`src/rtl/mc_ctrl_if.sv`:
```
// Control/datapath bundle for mc_ctrl: decode inputs, MIO handshake and control strobes.
// The bne strobe exists only when MCTRL_BNE_EN is defined.
interface mc_ctrl_if;
  logic [5:0] OPcode;
  logic [5:0] Fun;
  logic       zero;
  logic       MIO_ready;
  logic       PCWrite;
  logic       PCWriteCond;
  logic       IorD;
  logic       MemRead;
  logic       MemWrite;
  logic       IRWrite;
  logic       MemtoReg;
  logic       RegDst;
  logic       RegWrite;
  logic       ALUSrcA;
  logic [1:0] ALUSrcB;
  logic [1:0] PCSource;
  logic [2:0] ALU_Control;
  logic       CPU_MIO;
  logic [3:0] state_out;
`ifdef MCTRL_BNE_EN
  logic       bne;
`endif

  modport master (
    input  OPcode, Fun, zero, MIO_ready,
    output
`ifdef MCTRL_BNE_EN
           bne,
`endif
           PCWrite, PCWriteCond, IorD, MemRead, MemWrite, IRWrite, MemtoReg,
           RegDst, RegWrite, ALUSrcA, ALUSrcB, PCSource, ALU_Control, CPU_MIO,
           state_out
  );

  modport slave (
    output OPcode, Fun, zero, MIO_ready,
    input
`ifdef MCTRL_BNE_EN
           bne,
`endif
           PCWrite, PCWriteCond, IorD, MemRead, MemWrite, IRWrite, MemtoReg,
           RegDst, RegWrite, ALUSrcA, ALUSrcB, PCSource, ALU_Control, CPU_MIO,
           state_out
  );
endinterface

```
`src/rtl/mc_ctrl.sv`:
```
// mc_ctrl: multi-cycle MIPS control FSM; MCTRL_BNE_EN adds bne through the BEQ state.
// Latency: strobes are Moore outputs of the state register; IF IRWrite/PCWrite also gated by MIO_ready.
// Backpressure: IF, MR and MW hold until MIO_ready; strobes stay stable while stalled.
module mc_ctrl (
  input logic       clk,
  input logic       rst,
  mc_ctrl_if.master bus
);

  localparam logic [3:0] S_IF  = 4'd0;
  localparam logic [3:0] S_ID  = 4'd1;
  localparam logic [3:0] S_MA  = 4'd2;
  localparam logic [3:0] S_MR  = 4'd3;
  localparam logic [3:0] S_WBM = 4'd4;
  localparam logic [3:0] S_MW  = 4'd5;
  localparam logic [3:0] S_EXR = 4'd6;
  localparam logic [3:0] S_WBR = 4'd7;
  localparam logic [3:0] S_BEQ = 4'd8;
  localparam logic [3:0] S_J   = 4'd9;
  localparam logic [3:0] S_EXI = 4'd10;
  localparam logic [3:0] S_WBI = 4'd11;

  localparam logic [5:0] OP_RTYPE = 6'b000000;
  localparam logic [5:0] OP_LW    = 6'b100011;
  localparam logic [5:0] OP_SW    = 6'b101011;
  localparam logic [5:0] OP_BEQ   = 6'b000100;
  localparam logic [5:0] OP_J     = 6'b000010;
  localparam logic [5:0] OP_ADDI  = 6'b001000;
  localparam logic [5:0] OP_SLTI  = 6'b001010;
`ifdef MCTRL_BNE_EN
  localparam logic [5:0] OP_BNE   = 6'b000101;
`endif

  logic [3:0] state;
  logic [3:0] state_nxt;
  logic [2:0] fun_alu;
  logic       fun_ok;

  always_comb begin
    fun_alu = 3'b000;
    fun_ok  = 1'b1;
    case (bus.Fun)
      6'b100000: fun_alu = 3'b010;
      6'b100010: fun_alu = 3'b110;
      6'b100100: fun_alu = 3'b000;
      6'b100101: fun_alu = 3'b001;
      6'b100110: fun_alu = 3'b011;
      6'b100111: fun_alu = 3'b100;
      6'b101010: fun_alu = 3'b111;
      6'b000010: fun_alu = 3'b101;
      default:   fun_ok  = 1'b0;
    endcase
  end

  always_ff @(posedge clk or negedge rst) begin
    if (!rst) state <= S_IF;
    else      state <= state_nxt;
  end

  always_comb begin
    state_nxt = S_IF;
    case (state)
      S_IF: state_nxt = bus.MIO_ready ? S_ID : S_IF;
      S_ID: begin
        case (bus.OPcode)
          OP_RTYPE:         state_nxt = S_EXR;
          OP_LW, OP_SW:     state_nxt = S_MA;
          OP_BEQ:           state_nxt = S_BEQ;
`ifdef MCTRL_BNE_EN
          OP_BNE:           state_nxt = S_BEQ;
`endif
          OP_J:             state_nxt = S_J;
          OP_ADDI, OP_SLTI: state_nxt = S_EXI;
          default:          state_nxt = S_IF;
        endcase
      end
      S_MA:  state_nxt = (bus.OPcode == OP_LW) ? S_MR : S_MW;
      S_MR:  state_nxt = bus.MIO_ready ? S_WBM : S_MR;
      S_MW:  state_nxt = bus.MIO_ready ? S_IF : S_MW;
      S_EXR: state_nxt = fun_ok ? S_WBR : S_IF;
      S_EXI: state_nxt = S_WBI;
      default: state_nxt = S_IF;
    endcase
  end

  // Outputs forced low for the whole reset window, not just after the state clears.
  always_comb begin
    bus.PCWrite     = 1'b0;
    bus.PCWriteCond = 1'b0;
    bus.IorD        = 1'b0;
    bus.MemRead     = 1'b0;
    bus.MemWrite    = 1'b0;
    bus.IRWrite     = 1'b0;
    bus.MemtoReg    = 1'b0;
    bus.RegDst      = 1'b0;
    bus.RegWrite    = 1'b0;
    bus.ALUSrcA     = 1'b0;
    bus.ALUSrcB     = 2'b00;
    bus.PCSource    = 2'b00;
    bus.ALU_Control = 3'b000;
    bus.CPU_MIO     = 1'b0;
`ifdef MCTRL_BNE_EN
    bus.bne         = 1'b0;
`endif
    if (rst) begin
      case (state)
        S_IF: begin
          bus.MemRead     = 1'b1;
          bus.CPU_MIO     = 1'b1;
          bus.ALUSrcB     = 2'b01;
          bus.ALU_Control = 3'b010;
          bus.IRWrite     = bus.MIO_ready;
          bus.PCWrite     = bus.MIO_ready;
        end
        S_ID: begin
          bus.ALUSrcB     = 2'b11;
          bus.ALU_Control = 3'b010;
        end
        S_MA: begin
          bus.ALUSrcA     = 1'b1;
          bus.ALUSrcB     = 2'b10;
          bus.ALU_Control = 3'b010;
        end
        S_MR: begin
          bus.MemRead = 1'b1;
          bus.IorD    = 1'b1;
          bus.CPU_MIO = 1'b1;
        end
        S_WBM: begin
          bus.RegWrite = 1'b1;
          bus.MemtoReg = 1'b1;
        end
        S_MW: begin
          bus.MemWrite = 1'b1;
          bus.IorD     = 1'b1;
          bus.CPU_MIO  = 1'b1;
        end
        S_EXR: begin
          bus.ALUSrcA     = 1'b1;
          bus.ALU_Control = fun_alu;
        end
        S_WBR: begin
          bus.RegWrite = 1'b1;
          bus.RegDst   = 1'b1;
        end
        S_BEQ: begin
          bus.ALUSrcA     = 1'b1;
          bus.ALU_Control = 3'b110;
          bus.PCWriteCond = 1'b1;
          bus.PCSource    = 2'b01;
`ifdef MCTRL_BNE_EN
          bus.bne         = (bus.OPcode == OP_BNE);
`endif
        end
        S_J: begin
          bus.PCWrite  = 1'b1;
          bus.PCSource = 2'b10;
        end
        S_EXI: begin
          bus.ALUSrcA     = 1'b1;
          bus.ALUSrcB     = 2'b10;
          bus.ALU_Control = (bus.OPcode == OP_SLTI) ? 3'b111 : 3'b010;
        end
        S_WBI: bus.RegWrite = 1'b1;
        default: ;
      endcase
    end
  end

  // Async reset parks the state at IF (code 0), so no extra gating is needed here.
  assign bus.state_out = state;

endmodule

```
`src/flat_wrapper.sv`:
```
// flat-port wrapper written by rule: the top's interface ports become plain ports
module mc_ctrl_flat 
  (clk, rst, bus_OPcode, bus_Fun, bus_zero, bus_MIO_ready, bus_PCWrite, bus_PCWriteCond, bus_IorD, bus_MemRead, bus_MemWrite, bus_IRWrite, bus_MemtoReg, bus_RegDst, bus_RegWrite, bus_ALUSrcA, bus_ALUSrcB, bus_PCSource, bus_ALU_Control, bus_CPU_MIO, bus_state_out);
  mc_ctrl_if bus_i ();
  input logic clk;
  input logic rst;
  input wire logic [$bits(bus_i.OPcode)-1:0] bus_OPcode;
  input wire logic [$bits(bus_i.Fun)-1:0] bus_Fun;
  input wire logic [$bits(bus_i.zero)-1:0] bus_zero;
  input wire logic [$bits(bus_i.MIO_ready)-1:0] bus_MIO_ready;
  output wire logic [$bits(bus_i.PCWrite)-1:0] bus_PCWrite;
  output wire logic [$bits(bus_i.PCWriteCond)-1:0] bus_PCWriteCond;
  output wire logic [$bits(bus_i.IorD)-1:0] bus_IorD;
  output wire logic [$bits(bus_i.MemRead)-1:0] bus_MemRead;
  output wire logic [$bits(bus_i.MemWrite)-1:0] bus_MemWrite;
  output wire logic [$bits(bus_i.IRWrite)-1:0] bus_IRWrite;
  output wire logic [$bits(bus_i.MemtoReg)-1:0] bus_MemtoReg;
  output wire logic [$bits(bus_i.RegDst)-1:0] bus_RegDst;
  output wire logic [$bits(bus_i.RegWrite)-1:0] bus_RegWrite;
  output wire logic [$bits(bus_i.ALUSrcA)-1:0] bus_ALUSrcA;
  output wire logic [$bits(bus_i.ALUSrcB)-1:0] bus_ALUSrcB;
  output wire logic [$bits(bus_i.PCSource)-1:0] bus_PCSource;
  output wire logic [$bits(bus_i.ALU_Control)-1:0] bus_ALU_Control;
  output wire logic [$bits(bus_i.CPU_MIO)-1:0] bus_CPU_MIO;
  output wire logic [$bits(bus_i.state_out)-1:0] bus_state_out;
  assign bus_i.OPcode = bus_OPcode;
  assign bus_i.Fun = bus_Fun;
  assign bus_i.zero = bus_zero;
  assign bus_i.MIO_ready = bus_MIO_ready;
  assign bus_PCWrite = bus_i.PCWrite;
  assign bus_PCWriteCond = bus_i.PCWriteCond;
  assign bus_IorD = bus_i.IorD;
  assign bus_MemRead = bus_i.MemRead;
  assign bus_MemWrite = bus_i.MemWrite;
  assign bus_IRWrite = bus_i.IRWrite;
  assign bus_MemtoReg = bus_i.MemtoReg;
  assign bus_RegDst = bus_i.RegDst;
  assign bus_RegWrite = bus_i.RegWrite;
  assign bus_ALUSrcA = bus_i.ALUSrcA;
  assign bus_ALUSrcB = bus_i.ALUSrcB;
  assign bus_PCSource = bus_i.PCSource;
  assign bus_ALU_Control = bus_i.ALU_Control;
  assign bus_CPU_MIO = bus_i.CPU_MIO;
  assign bus_state_out = bus_i.state_out;
  mc_ctrl u_core (.clk(clk), .rst(rst), .bus(bus_i));
endmodule
```
`config.mk`:
```
export PLATFORM = sky130hd
export DESIGN_NAME = mc_ctrl_flat
export DESIGN_NICKNAME = d
export VERILOG_FILES = /design/src/rtl/mc_ctrl_if.sv /design/src/rtl/mc_ctrl.sv /design/src/flat_wrapper.sv
export SDC_FILE = /design/constraint.sdc
export NUM_CORES = 1
export LEC_CHECK = 0
export BUFFER_PORTS_ARGS = -buffer_cell sky130_fd_sc_hd__buf_4
export CAP_MARGIN = 20
export CORE_MARGIN = 2
export CORE_UTILIZATION = 40
export DETAILED_ROUTE_END_ITERATION = 8
export PLACE_DENSITY = 0.75
export SETUP_SLACK_MARGIN = 0.1
export SYNTH_ARGS = -nofsm -noshare
export SYNTH_HDL_FRONTEND = slang
export SYNTH_SLANG_ARGS = --single-unit
export TNS_END_PERCENT = 1
```
`constraint.sdc`:
```
create_clock -name clk -period 1.9 [get_ports clk]
set_clock_uncertainty 0.2 [all_clocks]
set_input_delay 0.38 -clock clk [delete_from_list [all_inputs] [get_ports clk]]
set_output_delay 0.38 -clock clk [all_outputs]
set_load 0.01 [all_outputs]
```
# ---- Yosys cells after proc, flatten, opt, wreduce, memory -nomap -nowiden
# Index checks and enable logic that the tools add are counted.
dict set report totals {
  regBits 4
  output_inout_bits 22
}
dict set report classes {
  n_eq_ne 25
  mux 38
  reduce_logical 12
}
# operator n
set ops {}
lappend ops {{$eq 6x6->1 const B} 9}
lappend ops {{$pmux 4 s7} 1}
lappend ops {{$mux 1} 23}
lappend ops {{$pmux 3 s7} 1}
lappend ops {{$pmux 4 s5} 1}
lappend ops {{$mux 3} 6}
lappend ops {{$eq 4x3->1 const B} 4}
lappend ops {{$eq 4x4->1 const B} 4}
lappend ops {{$eq 6x2->1 const B} 2}
lappend ops {{$eq 6x4->1 const B} 2}
lappend ops {{$pmux 3 s4} 1}
lappend ops {{$reduce_or 2->1} 5}
lappend ops {{$reduce_or 3->1} 3}
lappend ops {{$eq 4x2->1 const B} 2}
lappend ops {{$reduce_or 8->1} 1}
lappend ops {{$eq 6x3->1 const B} 1}
lappend ops {{$logic_not 6->1} 1}
lappend ops {{$pmux 2 s3} 1}
lappend ops {{$eq 4x1->1 const B} 1}
lappend ops {{$logic_not 4->1} 1}
lappend ops {{$mux 2} 2}
lappend ops {{$pmux 2 s2} 1}
lappend ops {{$reduce_or 4->1} 1}
lappend ops {{$pmux 1 s2} 1}

# ---- Longest topological paths before layout
# Gate-level depths: netlist of run 1.
dict set report logic_depth {
  word_depth 5
  mapped_depth 6
  mapped_depth_nobuf 4
}

# ---- Least setup slack after synthesis of run 1
# OpenSTA, ideal clock, no wires.
dict set report synth_path {
  path_kind {flip-flop to output port}
  from {register u_core.state[1], in the netlist u_core.bus.state_out[1]}
  to {output bus_ALUSrcA}
  arrival_time_ps 1477
  t_required_ps 1320
  path_slack_ps -157
  path_stages_with_launch 4
  path_buffers 1
  cell_sequence {dfrtp_1 > clkbuf_1 > nor2_1 > a2111oi_0}
}
dict set report synth_between {
  elab_chain_cells 4
  word_cells_on_any_way 7
  classes_between {eq/ne: 4; mux: 2; reduce/logical: 1}
}
# item line_no
set synth_rtl {}
lappend synth_rtl {{start: declaration} mc_ctrl.sv:34} ;# logic [3:0] state;
lappend synth_rtl {{start signal: assignment} mc_ctrl.sv:57} ;# else state <= state_nxt;
lappend synth_rtl {{$eq 4x4->1, or another cell as far along} mc_ctrl.sv:106} ;# case (state)
lappend synth_rtl {{$reduce_or 4->1 (no source line) *} --}
lappend synth_rtl {{$mux 1 *} mc_ctrl.sv:106}
lappend synth_rtl {{$mux 1 *} mc_ctrl.sv:105} ;# if (rst) begin
lappend synth_rtl {{end: declaration} flat_wrapper.sv:20} ;# output wire logic [$bits(bus_i.ALUSrcA)-1:0] bus_ALUSrcA;
# Every way passes the cells marked *; elsewhere a longest branch is shown, timed or not.

# ---- Final worst setup path of run 1
dict set report layout_path {
  from {input bus_OPcode[2]}
  to {output bus_ALU_Control[0]}
}
dict set report layout_between {
  elab_chain_cells 4
}
# item line_no
set layout_rtl {}
lappend layout_rtl {{start: declaration} flat_wrapper.sv:7} ;# input wire logic [$bits(bus_i.OPcode)-1:0] bus_OPcode;
lappend layout_rtl {{$eq 6x4->1} mc_ctrl.sv:162} ;# bus.ALU_Control = (bus.OPcode == OP_SLTI) ? 3'b111 : 3'b010;
lappend layout_rtl {{$mux 3} mc_ctrl.sv:162}
lappend layout_rtl {{$pmux 3 s4} mc_ctrl.sv:106}
lappend layout_rtl {{$mux 3} mc_ctrl.sv:105}
lappend layout_rtl {{end: declaration} flat_wrapper.sv:23} ;# output wire logic [$bits(bus_i.ALU_Control)-1:0] bus_ALU_Control;
# Every way passes these cells.

==> results of run 1 <==
## Yosys cell counts, types with 2 or more instances
| library cell | instances |
|---|---|
| clkbuf_1 | 4 |
| and4_1 | 2 |
| or3_1 | 2 |
| nor2_1 | 15 |
| nor2b_1 | 5 |
| o21ai_0 | 4 |
| nand2b_1 | 8 |
| nand2_1 | 8 |
| nor3_1 | 4 |
| buf_4 | 2 |
| nand3_1 | 5 |
| o32a_1 | 2 |
| a21oi_1 | 7 |
| dfrtp_1 | 4 |
| nor4b_1 | 2 |
| or2_1 | 2 |
| or4_4 | 2 |
| o21bai_1 | 2 |
| inv_1 | 3 |
| xnor2_1 | 2 |
## kinds of logic after synthesis
group	Yosys count	share of synthesized area, %
compound gates	21	18.0
xor+xnor	2	2.36
fa+ha+maj	1	1.35
buf+inv	10	7.07
flops	4	13.5
mux	2	2.86
simple gates	67	54.9
## metal layers
layer	GRT usage, %	part of all wire (%)	vias up
li1	-	-	495
met1	27.8	39	469
met2	47.4	55	41
met3	1.15	5.3	0
met4	5.00	0	0
met5	0	0	-
## worst min-delay path by stage
stage          cells past startpoint                                end  slack, ns
2_1_floorplan                      0  u_core.bus.state_out[0]$_DFF_PN0_      -0.12
3_3_place_gp                       1  u_core.bus.state_out[2]$_DFF_PN0_      0.002
3_5_place_dp                       1  u_core.bus.state_out[2]$_DFF_PN0_      0.004
4_1_cts                            4  u_core.bus.state_out[3]$_DFF_PN0_       0.30
5_1_grt                            4  u_core.bus.state_out[3]$_DFF_PN0_       0.35
6_report                           4  u_core.bus.state_out[3]$_DFF_PN0_       0.31
## metrics by stage
step | worst slack [ns] | cell area [um2] | total power, W
6_report | -0.364 | 1290 | 0.000475
5_1_grt | -0.442 | 1290 | 0.000504
4_1_cts | -0.350 | 1270 | 0.000466
3_5_place_dp | -0.396 | 1150 | 0.000336
3_3_place_gp | -0.329 | 1150 | 0.000327
2_1_floorplan | -0.0989 | 744 | 0.000217
## what timing repair did
item,4_1_cts,5_1_grt
endpoints found under the hold margin,4,0
setup buffers,0,0
pin swaps,4,2
hold buffers,1,0
setup endpoints to repair,20,20
gates resized for setup,19,4
## worst register-to-register path: cells and delay by family (launching register included)
family                 cells  cell delay (ns)
AOI/OAI and AO/OA          1             0.35
buffers and inverters      2             0.30
DFF                        1             0.41
and+or+nand+nor            2             0.60
## cell type report
class | count | area (um2) | share of cell area [%]
Clock buffer | 3 | 22.5 | 1.74
Inverter | 3 | 11.3 | 0.872
Multi-Input combinational cell | 93 | 664 | 51.5
Sequential cell | 4 | 100 | 7.75
Tap cell | 25 | 31.3 | 2.42
Timing Repair Buffer | 57 | 462 | 35.8
## where the power goes
part / switching [W] / internal [W]
Clock: 0.0000330 / 0.0000705
Sequential: 0.00000584 / 0.0000909
Combinational: 0.000131 / 0.000144
Total: 0.000170 / 0.000305
==> results.py, run 1 <==
metrics = {
    "routing": {
        "ant_nets": 0,
        "via_count": 1005,
        "vias_per_cell": 5.43,
        "drt-total-wl_um": 2580,
        "drtIter0Drc": 20,
        "drt_drc_violations_left": 0,
        "wl_per_cell_um": 13.9,
        "dr.pass1.iters": 4,
    },
    "synthesis": {
        "ys.flop_type": "dfrtp_1",
        "yosysTopAreaCell": "dfrtp_1",
        "synth_cell_types": 42,
        "synthArstFlopShare_pct": 100,
        "synth_edf_count": 0,
        "synth.avg_cell_area_um2": 6.95,
        "yosysWarnings": 0,
        "syn_inst": 107,
        "synthTopCellsByArea": "dfrtp_1 13%, nor2_1 7.6%, nand2b_1 6.7%, a21oi_1 4.7%, nor2b_1 4.2%",
        "yosysSeqAreaShare_pct": 13.5,
        "syn-cell-area_um2": 743,
        "syn_nets": 123,
        "synth.top_cell.area_share_pct": 13.5,
        "ys_ff_latch": 4,
    },
    "floorplan": {
        "initial_utilization_pct": 42.6,
        "io-pin-count": 38,
        "rows": 15,
        "core_um2": 1750,
        "die_height_um": 47.1,
        "die-width_um": 47.1,
        "die_area_um2": 2220,
    },
    "cts": {
        "cts_buffer_depth": 2,
        "ctsHtreeMaxLevel": 1,
        "cts_tree": "built",
        "insertion_delay_ns": 0.23,
        "cts_inserted_buffers": 3,
        "path_clk_slew_ns": 0.03,
        "cts.sink_count": 4,
        "clock-root-buffer": "clkbuf_4",
    },
    "global_routing": {
        "grt.overflow.total": 0,
        "antenna_found_initial": 0,
        "grt_max_degree": 15,
        "grt_usage_pct": 23.9,
        "grt_pass1_wl_um": 3830,
        "grt_pass1_vias": 918,
    },
    "final_layout": {
        "fillers": 148,
        "layout-drive-gt1-share_pct": 49.4,
        "fin_nets": 178,
        "largest_reg_flops": 4,
        "final_util_pct": 74.0,
        "instances_no_fill": 185,
        "final_cell_mix": "50 x buf_4, 13 x nor2_1, 7 x nand2b_1, 7 x a21oi_1, 7 x nand2_1",
        "antennaDiodeCount": 0,
        "final_common_cell": "buf_4",
        "area_delta_synth_final_pct": 73.7,
    },
    "sta": {
        "slew_headroom_pct": 75.7,
        "whs_ns": 0.311,
        "fin_crit_sh_pct": 119,
        "period_needed_ns": 2.26,
        "tightestPinTransition_ns": 0.360,
        "setup_viol": 18,
        "setup_ws_ns": -0.364,
        "hold_viol": 0,
        "setup_tns_ns": -2.02,
        "drv_slew": 0,
        "rsz0062_at_grt": "true",
        "max_freq_ghz": 0.442,
    },
    "critical_path": {
        "path_buf_inv": 2,
        "reg2reg_to": "u_core.bus.state_out[1]$_DFF_PN0_",
        "endpoint_kind": "primary output",
        "r2r-start": "u_core.bus.state_out[2]$_DFF_PN0_",
        "cp_data_required_time_ns": 1.32,
        "critPathMaxFanout": 3,
        "cpPeakStageDelay_ns": 0.53,
        "crit_path_frequent_cell": "buf_4",
        "rrSetupSlack_ns": -0.03,
        "crit_path_end": "bus_ALU_Control[0]",
        "crit_family": "simple AND/OR/NAND/NOR gates",
        "worst_path_max_delay_cell": "or4_4",
        "cp-startpoint": "bus_OPcode[2]",
        "crit_cells": 6,
        "start_kind": "input port",
        "path_class": "in2out",
        "path_cells": "buf_4 -> or4_4 -> nor3b_4 -> nor2_1 -> nor3_2 -> buf_4",
        "r2r_cells": 5,
        "cp.arrival_ns": 1.68,
    },
    "placement": {
        "io_buffers": 36,
        "dpl.cell_count": 181,
        "post-dp-hpwl_um": 1890,
        "place_congestion": 0.870,
    },
    "power_and_ir_drop": {
        "pwr_density_cell_nw_per_um2": 368,
        "p_leak_nw": 0.596,
        "max-vdd-ir-drop_mv": 0.215,
    },
    "hold_path": {
        "worst_hold_path_type": "in2reg",
        "holdCritStartpoint": "bus_OPcode[3]",
    },
    "job": {
        "drv_cap": 0,
    },
    "outcome": {
        "violations": "setup timing",
        "outcome": "complete, but fails checks",
    },
}
Power figures use the tool's default switching activity.
==> run 2: changes to the inputs <==
ABC_AREA = 1   (was default)
CELL_PAD_IN_SITES_DETAIL_PLACEMENT = 0   (was default)
CELL_PAD_IN_SITES_GLOBAL_PLACEMENT = 1   (was default)
CORE_UTILIZATION = 25   (was 40)
PLACE_DENSITY = default   (was 0.75)
PLACE_DENSITY_LB_ADDON = 0.1   (was default)
==> run 2 against run 1 <==
The run still ends with setup timing left. Hold slack lost 0.045 ns. Core utilization shrank 28 points. Worst setup slack gained 0.25 ns.
==> results.py, run 2 <==
metrics = {
    "outcome": {
        "outcome": "complete, but fails checks",
        "violations": "setup timing",
    },
    "sta": {
        "period_needed_ns": 2.02,
        "fin_crit_sh_pct": 106,
        "tightestPinTransition_ns": 0.497,
        "whs_ns": 0.266,
        "hold_viol": 0,
        "slew_headroom_pct": 66.9,
        "setup_viol": 12,
        "rsz0062_at_grt": "true",
        "drv_slew": 0,
        "max_freq_ghz": 0.496,
        "setup_ws_ns": -0.116,
    },
    "synthesis": {
        "synth_cell_types": 21,
        "yosysMostFrequentCell": "nor2_1",
        "synth_edf_count": 0,
        "yosysTopAreaCell": "nor2_1",
        "synthArstFlopShare_pct": 100,
        "synth.avg_cell_area_um2": 5.38,
        "synth.top_cell.area_share_pct": 15.2,
        "syn_inst": 133,
        "yosysSeqAreaShare_pct": 14.0,
        "syn-cell-area_um2": 716,
        "synth_common_cells": "29 x nor2_1, 21 x inv_1, 19 x nand2_1, 18 x nand3_1",
        "synthTopCellsByArea": "nor2_1 15%, dfrtp_1 14%, nand3_1 13%, inv_1 11%, nand2_1 10%",
        "ys_ff_latch": 4,
        "yosysWarnings": 0,
        "syn_nets": 149,
        "ys.flop_type": "dfrtp_1",
    },
    "final_layout": {
        "antennaDiodeCount": 0,
        "layout-drive-gt1-share_pct": 46.5,
        "final_cell_mix": "48 x buf_4, 27 x nor2_1, 17 x inv_1, 17 x nand2_1, 16 x nand3_1",
        "instances_no_fill": 216,
        "fillers": 288,
        "regArea_um2": 104,
        "area_delta_synth_final_pct": 75.2,
        "multiInputGateArea_um2": 592,
        "fin_nets": 203,
        "final_common_cell": "buf_4",
        "largest_reg_flops": 4,
    },
    "placement": {
        "place_congestion": 0.769,
        "post-dp-hpwl_um": 1920,
        "dpl.cell_count": 209,
        "io_buffers": 36,
    },
    "global_routing": {
        "grt_max_degree": 16,
        "use_met3_pct": 1.13,
        "top_usage_layer": "met2",
        "grt_pass1_wl_um": 3800,
        "grt_usage_pct": 13.8,
        "antenna_found_initial": 0,
        "grt.overflow.total": 0,
        "grt_pass1_vias": 896,
        "globalRouteMet1Util_pct": 19.1,
        "grtUsageMet2_pct": 24.4,
    },
    "power_and_ir_drop": {
        "p_leak_nw": 0.626,
        "p_comb_share_pct": 59.1,
        "power.total_w": 0.000508,
        "max-vdd-ir-drop_mv": 0.368,
        "internal_power_w": 0.000302,
        "power_frac_clock_pct": 20.3,
        "pwr-share-seq_pct": 20.6,
        "p_sw_w": 0.000206,
        "pwr_density_cell_nw_per_um2": 405,
        "p_sw_share_pct": 40.5,
    },
    "critical_path": {
        "endpoint_kind": "primary output",
        "path_class": "reg2out",
        "start_kind": "register",
        "cp.arrival_ns": 1.44,
        "critPathMaxFanout": 4,
        "cp_data_required_time_ns": 1.32,
    },
    "floorplan": {
        "die-width_um": 57.5,
        "die_height_um": 57.5,
        "io-pin-count": 38,
        "initial_utilization_pct": 26.2,
        "rows": 19,
        "core_um2": 2730,
        "die_area_um2": 3310,
    },
    "job": {
        "drv_cap": 0,
    },
    "cts": {
        "clock-root-buffer": "clkbuf_4",
        "cts_inserted_buffers": 3,
        "cts_tree": "built",
        "path_clk_slew_ns": 0.04,
        "insertion_delay_ns": 0.23,
        "cts_buffer_depth": 2,
        "ctsHtreeMaxLevel": 1,
        "cts.sink_count": 4,
    },
    "routing": {
        "ant_nets": 0,
        "drt_drc_violations_left": 0,
        "vias_per_cell": 4.68,
        "via_count": 1011,
        "dr.pass1.iters": 4,
        "drtIter0Drc": 27,
        "wl_per_cell_um": 10.7,
        "drt-total-wl_um": 2310,
    },
    "hold_path": {
        "worst_hold_path_type": "in2reg",
    },
}
run 2: worst max-delay path, cell delays in order, from the launching register on:
cell and delay (ns):
dfrtp_2 0.44, nor2_4 0.13, inv_2 0.08, nor2_4 0.12
inv_2 0.07, nand4_1 0.10, a21oi_2 0.04, nor2_1 0.09
buf_4 0.13
run 2: layout make-up:
| type | count | share of cell area, % |
|---|---|---|
| multi-input combinational | 103 | 47.2 |
| timing repair buffer | 51 | 32.0 |
| sequential | 4 | 8.28 |
| inverter | 24 | 7.58 |
| tap | 31 | 3.09 |
| clock buffer | 3 | 1.80 |
run 2: worst paths after layout:
check | endpoint | slack [ns] | from | cells after the start
max reg2reg | u_core.bus.state_out[2]$_DFF_PN0_ | 0.35 | u_core.bus.state_out[2]$_DFF_PN0_ | 7
max | bus_ALU_Control[1] | -0.12 | u_core.bus.state_out[3]$_DFF_PN0_ | 8
min in group asynchronous | u_core.bus.state_out[3]$_DFF_PN0_ | 0.34 | rst | 2
min | u_core.bus.state_out[2]$_DFF_PN0_ | 0.27 | bus_OPcode[3] | 3
max in group asynchronous | u_core.bus.state_out[1]$_DFF_PN0_ | 0.96 | rst | 2
min reg2reg | u_core.bus.state_out[3]$_DFF_PN0_ | 0.62 | u_core.bus.state_out[0]$_DFF_PN0_ | 4
run 2: cell families (layout without fill, tap and decap cells):
group	count (synthesis)	in the layout	share of synthesized area, %
buffers and inverters	26	78	14.2
and+or+nand+nor	89	89	60.8
AOI/OAI and AO/OA	14	14	11.0
DFF	4	4	14.0
run 2: stage by stage:
stage | setup WS [ns] | TNS, ns | area, um2 | utilization, %
after CTS | -0.109 | -0.922 | 1200 | 43.9
after global placement | -0.0693 | -0.0902 | 1100 | 40.1
final | -0.116 | -0.778 | 1250 | 45.9
after detailed placement | -0.114 | -0.170 | 1100 | 40.1
after floorplan | 0.118 | 0 | 716 | -
after global routing | -0.198 | -1.81 | 1250 | 45.9
run 2: power by group through the flow:
stage / registers, W / logic (W) / clock network, W
floorplan: 0.000106 / 0.000127 / 0
finish: 0.000105 / 0.000300 / 0.000103
CTS: 0.000102 / 0.000280 / 0.000107
global placement: 0.000101 / 0.000259 / 0
global route: 0.000106 / 0.000330 / 0.000113
detailed placement: 0.000101 / 0.000261 / 0
run 2: timing repair:
| item | CTS | global route |
|---|---|---|
| setup buffers | 2 | 1 |
| endpoints found under the hold margin | 4 | 0 |
| gates resized for setup | 17 | 9 |
| setup endpoints to repair | 16 | 18 |
| hold buffers | 1 | 0 |
| pin swaps | 7 | 6 |
run 2: metal layers:
metal / routed length [um] / share of wire, %
met5: 0 / 0
met4: 0 / 0
met3: 128 / 5.5
met2: 1120 / 49
met1: 1060 / 46
